**config.mk**
```make
export PLATFORM = sky130hd
export DESIGN_NAME = writeback
export DESIGN_NICKNAME = d
export VERILOG_FILES = /design/src/rtl/writeback_pkg.sv /design/src/rtl/writeback_load_extend.sv /design/src/rtl/writeback.sv
export SDC_FILE = /design/constraint.sdc
export NUM_CORES = 1
export LEC_CHECK = 0
export ABC_CLOCK_PERIOD_IN_PS = 1840
export CAP_MARGIN = 20
export CELL_PAD_IN_SITES_DETAIL_PLACEMENT = 0
export CELL_PAD_IN_SITES_GLOBAL_PLACEMENT = 1
export CORE_MARGIN = 4
export CORE_UTILIZATION = 32
export DETAILED_ROUTE_END_ITERATION = 10
export PLACE_DENSITY_LB_ADDON = 0.1
export SLEW_MARGIN = 0
export SYNTH_ARGS = -nofsm -noshare
export SYNTH_HDL_FRONTEND = slang
export SYNTH_HIERARCHICAL = 1
export SYNTH_SLANG_ARGS = --single-unit
```
**constraint.sdc**
```tcl
create_clock -name clk -period 1.84 [get_ports clk]
set_input_delay 0.276 -clock clk [delete_from_list [all_inputs] [get_ports clk]]
set_output_delay 0.276 -clock clk [all_outputs]
set_load 0.02 [all_outputs]
```
**src/rtl/writeback_pkg.sv**
```systemverilog
// Shared definitions for the writeback sequencer: FSM state
// encodings and the load funct3 codes it understands.
package writeback_pkg;

    typedef enum logic [1:0] {
        IDLE    = 2'd0,
        LD_WAIT = 2'd1,
        STROBE  = 2'd2,
        GAP     = 2'd3
    } wb_state_e;

    localparam logic [2:0] WB_LB  = 3'b000;
    localparam logic [2:0] WB_LH  = 3'b001;
    localparam logic [2:0] WB_LW  = 3'b010;
    localparam logic [2:0] WB_LBU = 3'b100;
    localparam logic [2:0] WB_LHU = 3'b101;

endpackage

```
**src/rtl/writeback_load_extend.sv**
```systemverilog
// Load lane select plus sign/zero extension for the writeback stage.
// Half lane uses addr[1] only; unknown funct3 yields 0 and bad_funct3.
module writeback_load_extend
    import writeback_pkg::*;
(
    input  logic [2:0]  funct3,
    input  logic [1:0]  addr,
    input  logic [31:0] rdata,
    output logic [31:0] data,
    output logic        bad_funct3
);

    logic [7:0]  byte_lane;
    logic [15:0] half_lane;

    // Pick the addressed byte and half out of the aligned word
    always_comb begin
        case (addr)
            2'd0:    byte_lane = rdata[7:0];
            2'd1:    byte_lane = rdata[15:8];
            2'd2:    byte_lane = rdata[23:16];
            default: byte_lane = rdata[31:24];
        endcase
        half_lane = addr[1] ? rdata[31:16] : rdata[15:0];
    end

    // Extend the selected lane according to the load type
    always_comb begin
        data       = 32'd0;
        bad_funct3 = 1'b0;
        case (funct3)
            WB_LB:   data = {{24{byte_lane[7]}}, byte_lane};
            WB_LH:   data = {{16{half_lane[15]}}, half_lane};
            WB_LW:   data = rdata;
            WB_LBU:  data = {24'd0, byte_lane};
            WB_LHU:  data = {16'd0, half_lane};
            default: bad_funct3 = 1'b1;
        endcase
    end

endmodule

```
**src/rtl/writeback.sv**
```systemverilog
// Writeback sequencer: ALU results and load responses to the regfile
// write port with a one-cycle strobe and a one-cycle low gap.
// Optional macro WB_FWD_EN adds the in-flight write bypass outputs.
module writeback
    import writeback_pkg::*;
#(
    parameter int TIMEOUT = 255
) (
    input  logic        clk,
    input  logic        reset,
    input  logic        alu_valid_i,
    input  logic [4:0]  alu_rd_i,
    input  logic [31:0] alu_data_i,
    output logic        alu_ready_o,
    input  logic        ld_req_i,
    input  logic [4:0]  ld_rd_i,
    input  logic [2:0]  ld_funct3_i,
    input  logic [1:0]  ld_addr_i,
    output logic        ld_ready_o,
    input  logic        mem_rvalid_i,
    input  logic [31:0] mem_rdata_i,
    output logic [31:0] wd_o,
    output logic [4:0]  wd_rd_o,
    output logic        wd_q_o,
    output logic        busy_o,
`ifdef WB_FWD_EN
    output logic        fwd_valid_o,
    output logic [4:0]  fwd_rd_o,
    output logic [31:0] fwd_data_o,
`endif
    output logic        err_o
);

    localparam int CW = $clog2(TIMEOUT + 1);
    localparam logic [CW-1:0] LAST = CW'(TIMEOUT - 1);

    wb_state_e     state, state_n;
    logic [CW-1:0] cnt;
    logic [4:0]    ld_rd;
    logic [2:0]    ld_f3;
    logic [1:0]    ld_addr;
    logic [31:0]   ext_data;
    logic          bad_f3;
    logic          alu_take;
    logic          ld_take;
    logic          ld_done;
    logic          timed_out;

    writeback_load_extend u_ext (
        .funct3     (ld_f3),
        .addr       (ld_addr),
        .rdata      (mem_rdata_i),
        .data       (ext_data),
        .bad_funct3 (bad_f3)
    );

    assign ld_ready_o  = (state == IDLE) && !reset;
    assign alu_ready_o = (state == IDLE) && !reset && !ld_req_i;
    assign ld_take     = ld_ready_o && ld_req_i;
    assign alu_take    = alu_ready_o && alu_valid_i;
    assign ld_done     = (state == LD_WAIT) && mem_rvalid_i;
    assign timed_out   = (state == LD_WAIT) && !mem_rvalid_i
                         && (cnt == LAST);

    // State register
    always_ff @(posedge clk or posedge reset) begin
        if (reset) state <= IDLE;
        else       state <= state_n;
    end

    // Next-state logic; a load request wins over an ALU result
    always_comb begin
        state_n = state;
        case (state)
            IDLE: begin
                if (ld_req_i)
                    state_n = LD_WAIT;
                else if (alu_valid_i && alu_rd_i != 5'd0)
                    state_n = STROBE;
            end
            LD_WAIT: begin
                if (mem_rvalid_i)
                    state_n = (ld_rd != 5'd0) ? STROBE : IDLE;
                else if (cnt == LAST)
                    state_n = IDLE;
            end
            STROBE:  state_n = GAP;
            default: state_n = IDLE;
        endcase
    end

    // Registered outputs, load context and wait counter
    always_ff @(posedge clk or posedge reset) begin
        if (reset) begin
            wd_o    <= 32'd0;
            wd_rd_o <= 5'd0;
            wd_q_o  <= 1'b0;
            busy_o  <= 1'b0;
            err_o   <= 1'b0;
            cnt     <= '0;
            ld_rd   <= 5'd0;
            ld_f3   <= 3'd0;
            ld_addr <= 2'd0;
        end else begin
            wd_q_o <= (state_n == STROBE);
            busy_o <= (state_n != IDLE);
            if (ld_take) begin
                ld_rd   <= ld_rd_i;
                ld_f3   <= ld_funct3_i;
                ld_addr <= ld_addr_i;
                cnt     <= '0;
            end else if (state == LD_WAIT) begin
                cnt <= cnt + 1'b1;
            end
            if (alu_take && alu_rd_i != 5'd0) begin
                wd_o    <= alu_data_i;
                wd_rd_o <= alu_rd_i;
            end
            if (ld_done && ld_rd != 5'd0) begin
                wd_o    <= ext_data;
                wd_rd_o <= ld_rd;
            end
            if ((ld_done && bad_f3) || timed_out)
                err_o <= 1'b1;
        end
    end

`ifdef WB_FWD_EN
    assign fwd_valid_o = (state == STROBE) || (state == GAP);
    assign fwd_rd_o    = wd_rd_o;
    assign fwd_data_o  = wd_o;
`endif

endmodule

```
After elaboration in Yosys (flattened, before gate mapping)
Cells that the tools add are included.

storage, ports and cells
  bits in registers = 60
  output and inout bits = 42

operators by class
  add/subtract/negate cells = 1
  equal/unequal tests = 10
  mux-type cells = 16
  reductions and logical operators = 24

operators with widths
  kind                                                              count
  32-bit one-hot mux with 5 select lines                            1
  32-bit 2-to-1 mux                                                 2
  8-bit one-hot mux with 3 select lines                             1
  16-bit 2-to-1 mux                                                 1
  8-bit 2-to-1 mux                                                  2
  1-bit logical AND                                                 11
  2-bit 2-to-1 mux                                                  5
  5-bit 2-to-1 mux                                                  2
  5-bit nonzero test                                                2
  8-bit by 1-bit adder with 8-bit output (second input constant)    1
  8-bit == test (second input constant)                             1
  2-bit == test (second input constant)                             3
  3-bit == test (second input constant)                             2
  2-bit one-hot mux with 3 select lines                             1
  2-bit nonzero test                                                3
  5-bit OR reduction                                                1
  2-bit by 1-bit == test with 1-bit output (second input constant)  2
  2-bit logical NOT                                                 2
  3-bit by 1-bit == test with 1-bit output (second input constant)  1
  3-bit by 2-bit == test with 1-bit output (second input constant)  1
  1-bit logical NOT                                                 3
  3-bit logical NOT                                                 1
  1-bit logical OR                                                  1
  1-bit 2-to-1 mux                                                  1

Logic depth before layout (Yosys ltp)
  depth in word-level cells = 7
  mapped depth = 7

Modules after synthesis
Netlist, hierarchy kept.

by module, submodules not included
  module                 instances  cells an instance  area an instance (µm²)
  writeback              1          252                2,910.3
  writeback_load_extend  1          136                1,047.3

Worst setup path before layout
OpenSTA, ideal clock, no wires.

  path kind = register -> register
  from = register state[1]
  to = register ld_addr[0]
  setup time = 0.125 ns
  data arrival time = 1.837 ns
  required time = 1.715 ns
  path slack = -0.122 ns
  cell stages (with the launch flop) = 6
  buffers on the path = 2
  clock period less this slack = 1.962 ns
  path through = dfrtp_1 -> nor3_2 -> and2_1 -> buf_2 -> buf_2 -> mux2_2

on the way
  longest elaborated chain between the ends = 3

ends and longest elaborated chain
  element                   line              source
  start: declaration        writeback.sv:37   wb_state_e state, state_n;
  start signal: assignment  writeback.sv:68   else state <= state_n;
  2-bit logical NOT         writeback.sv:57   assign ld_ready_o = (state == IDLE) && !reset;
  1-bit logical AND         writeback.sv:57
  via ld_ready_o            writeback.sv:19   output logic ld_ready_o,
  1-bit logical AND         writeback.sv:59   assign ld_take = ld_ready_o && ld_req_i;
  end signal: assignment    writeback.sv:110  ld_addr <= ld_addr_i;
  end: declaration          writeback.sv:41   logic [1:0] ld_addr;

The timed path passes the listed nets, and every way through them passes these cells.
A chain may end at the register's enable or synchronous reset.

Worst setup path in the final report
  from = register ld_rd[0]
  to = register wd_o[2]

on the way
  longest elaborated chain between the ends = 3
  elaborated cells between the ends (all ways) = 4
  those cells by class = 1 x mux; 3 x reduce/logical

ends and longest elaborated chain
  element                                                  line              source
  start: declaration                                       writeback.sv:39   logic [4:0] ld_rd;
  start signal: assignment                                 writeback.sv:108  ld_rd <= ld_rd_i;
  5-bit nonzero test (*)                                   writeback.sv:119  if (ld_done && ld_rd != 5'd0) begin
  1-bit logical AND (*)                                    writeback.sv:119
  32-bit 2-to-1 mux or 2-bit nonzero test (tied branches)  n/a
  end signal: assignment                                   writeback.sv:116  wd_o <= alu_data_i;
  end signal: assignment                                   writeback.sv:120  wd_o <= ext_data;
  end: declaration                                         writeback.sv:22   output logic [31:0] wd_o,

Every way passes the cells marked *; elsewhere a longest branch is shown, timed or not.

==> flow_metrics.py <==
metrics = {
    "outcome": {
        "status": "finished clean",
    },
    "sta": {
        "worst_slew_margin_rel_pct": 65.90,
        "hold_viol_final": 0,
        "tightest_slew_ns": 0.5115,
        "rsz0062_at_grt": "no",
        "finalSetupViolations": 0,
        "fmax_ghz": 0.5651,
        "post-route-period-util_pct": 96.17,
        "maxSlewViolCount": 0,
        "min_period_ns": 1.770,
        "fin_worst_skew_ns": 0.005498,
        "whs_ns": 0.4005,
        "fin_ws_ns": 0.07041,
    },
    "detailed_routing": {
        "drtIter0Drc": 135,
        "dr_total_vias": 3595,
        "drc": 0,
        "dr.pass1.iters": 4,
        "ant_nets": 0,
        "routed_wl_um": 12590,
        "wl_per_cell_um": 17.50,
        "via_per_inst": 5.000,
    },
    "cts": {
        "cts_htree_levels": 3,
        "cts_max_path_buffers": 2,
        "cts_buffers": 9,
        "clock-sinks": 60,
        "clkLatencyLatePin_ns": 0.34,
        "cts_tree": "done",
        "clkTransAtPathRegs_ns": 0.05,
        "cts_root_buf": "clkbuf_16",
    },
    "floorplan": {
        "die-area_um2": 14210,
        "fp-row-count": 40,
        "core_area_um2": 12060,
        "die_h_um": 119.2,
        "ios": 126,
        "die-width_um": 119.2,
        "start_util_pct": 32.81,
    },
    "min_path": {
        "min_path_cells": 3,
        "worstHoldPathType": "input port to register",
        "hold-path-endpoint": "wd_rd_o[2]",
        "worstHoldStart": "alu_rd_i[2]",
    },
    "synth": {
        "synth_xor_area_share_pct": 1.549,
        "synth_area_um2": 3958,
        "synth_compound_gate_area_share_pct": 19.85,
        "synth_fa_ha_area_share_pct": 0.6323,
        "syn_inst": 388,
        "synth_warnings": 6,
        "yosys.area_share.simple_pct": 14.76,
        "synth_nets": 474,
        "synth_seq_cells": 60,
        "synth_mux_area_share_pct": 18.46,
        "synth_edf_count": 0,
        "synth_cell_types": 52,
        "yosysSeqAreaShare_pct": 37.94,
        "synth_top_family_by_area": "compound AO/OA/AOI/OAI gates",
        "synthArstFlopShare_pct": 100.0,
        "ys.flop_type": "dfrtp_1",
        "syn_avg_cell_area_um2": 10.20,
    },
    "global_routing": {
        "grt.overflow.total": 0,
        "grt_pass1_vias": 3868,
        "grt_usage_pct": 18.33,
        "grt_max_degree": 61,
        "antenna_found_initial": 0,
        "grt_pass1_wl_um": 20520,
    },
    "power_and_ir_drop": {
        "power_density_nw_per_um2": 1660,
        "vdd_ir_drop_max_mv": 0.6353,
        "p_leak_nw": 2.733,
        "fin_total_pwr_w": 0.01014,
    },
    "setup_path": {
        "reg2reg_depth": 6,
        "reg2reg_from": "ld_rd[0]",
        "crit_start": "ld_rd[0]",
        "start_kind": "register",
        "cp.arrival_ns": 2.04,
        "rrSetupSlack_ns": 0.07,
        "r2r-end": "wd_o[2]",
        "crit_fanout": 24,
        "crit_required_ns": 2.11,
        "crit_type": "register to register",
        "crit_path_end_kind": "register",
    },
    "cells_and_area": {
        "final_nets": 632,
        "fin_area_um2": 6111,
        "final_cell_mix": "clkdlybuf4s50_1 (119), dfrtp_1 (59), nor2_1 (49), mux2i_1 (48), buf_4 (40)",
        "insertedDiodeCount": 0,
        "drive_gt1_share_pct": 24.68,
        "syn_to_final_growth_pct": 54.41,
        "mostFrequentLayoutCell": "clkdlybuf4s50_1",
        "finish.utilization_pct": 50.66,
    },
    "placement": {
        "gp_congestion": 0.8329,
        "dpl.hpwl_um": 8984,
        "dpl_cell_area_um2": 5668,
        "pre_cts_slack_ns": -0.4324,
        "port_buffers": 125,
    },
    "run": {
        "maxCapViolCount": 0,
    },
}
## worst max-delay path: stages, from the launching register on
cell and delay, ns:
dfrtp_1 0.37, or4_4 0.56, o211ai_4 0.24, buf_4 0.16, buf_12 0.16, nor2_1 0.08, a21oi_2 0.11
## worst max-delay path by stage
stage                 endpoint  slack, ns
floorplan           ld_addr[0]       0.01
global placement      wd_o[18]      -0.37
detailed placement    wd_o[23]      -0.43
CTS                   wd_o[22]       0.01
global route          wd_o[23]      0.007
finish                 wd_o[2]       0.07
## repair_timing
item                                    CTS  global route
hold buffers                              0             0
buffers inserted                          2             2
cloned                                    2             1
pin swaps                                 2             2
endpoints found under the setup margin   33            34
resized for setup                        10             9
## layer usage
metal | up-vias | GRT usage, % | wire (um)
li1 | 1741 | - | -
met1 | 1763 | 22.44 | 5418
met2 | 79 | 31.54 | 6351
met3 | 12 | 4.701 | 650
met4 | 0 | 5.648 | 166
met5 | - | 0 | 0
## per-stage QoR
step	instances	TNS, ns
finish	719	0
global route	719	0
CTS	716	0
detailed placement	696	-13.80
global placement	696	-11.87
floorplan	388	0
## synth_stat cells, drive strengths merged, types with 2 or more instances
| master | instances | area [um2] |
|---|---|---|
| nand2b | 7 | 43.79 |
| nor2 | 50 | 190.2 |
| a21oi | 33 | 281.5 |
| nand2 | 14 | 52.55 |
| a21o | 4 | 30.03 |
| nand3 | 27 | 135.1 |
| buf | 26 | 212.7 |
| nor2b | 6 | 37.54 |
| o21ai | 4 | 20.02 |
| clkbuf | 7 | 26.28 |
| o221ai | 8 | 95.09 |
| o22ai | 5 | 31.28 |
| or2 | 3 | 18.77 |
| a32oi | 3 | 26.28 |
| nand4 | 3 | 18.77 |
| xor2 | 6 | 52.55 |
| or4 | 3 | 26.27 |
| mux2i | 49 | 490.5 |
| o2bb2ai | 3 | 26.28 |
| dfrtp | 60 | 1501 |
| o211ai | 19 | 161.4 |
| a221o | 2 | 20.02 |
| nor3b | 2 | 20.02 |
| mux2 | 15 | 172.7 |
| a31oi | 3 | 18.77 |
| inv | 8 | 30.03 |
| ha | 2 | 25.02 |
| mux4 | 3 | 67.56 |
| o32a | 2 | 20.02 |
## layout make-up
cell class,count,area [um2]
multi-input combinational,287,2220
sequential,60,1503
clock buffer,15,267.8
inverter,8,30.03
clock inverter,1,30.03
fill,1131,5951
tap,168,210.2
timing repair buffer,180,1851
## logic make-up after synthesis
logic type,after synthesis
flops,60
simple gates,120
compound gates,91
mux,67
xor+xnor,7
buf+inv,41
fa+ha+maj,2
## registers in the layout (all words and copies together), names as in the netlist
signal   count
wd_o        32
cnt          8
ld_rd        5
wd_rd_o      5
ld_f3        3
ld_addr      2
state        2
busy_o       1
err_o        1
wd_q_o       1
## power breakdown
part | leakage (nW) | switching (W) | total (W) | internal (W)
registers | 0.707 | 0.000498 | 0.00248 | 0.00199
clock network | 0.144 | 0.000585 | 0.00171 | 0.00112
logic | 1.88 | 0.00298 | 0.00595 | 0.00297
total | 2.73 | 0.00406 | 0.0101 | 0.00608
No activity file was read; power rests on OpenSTA's default activity.
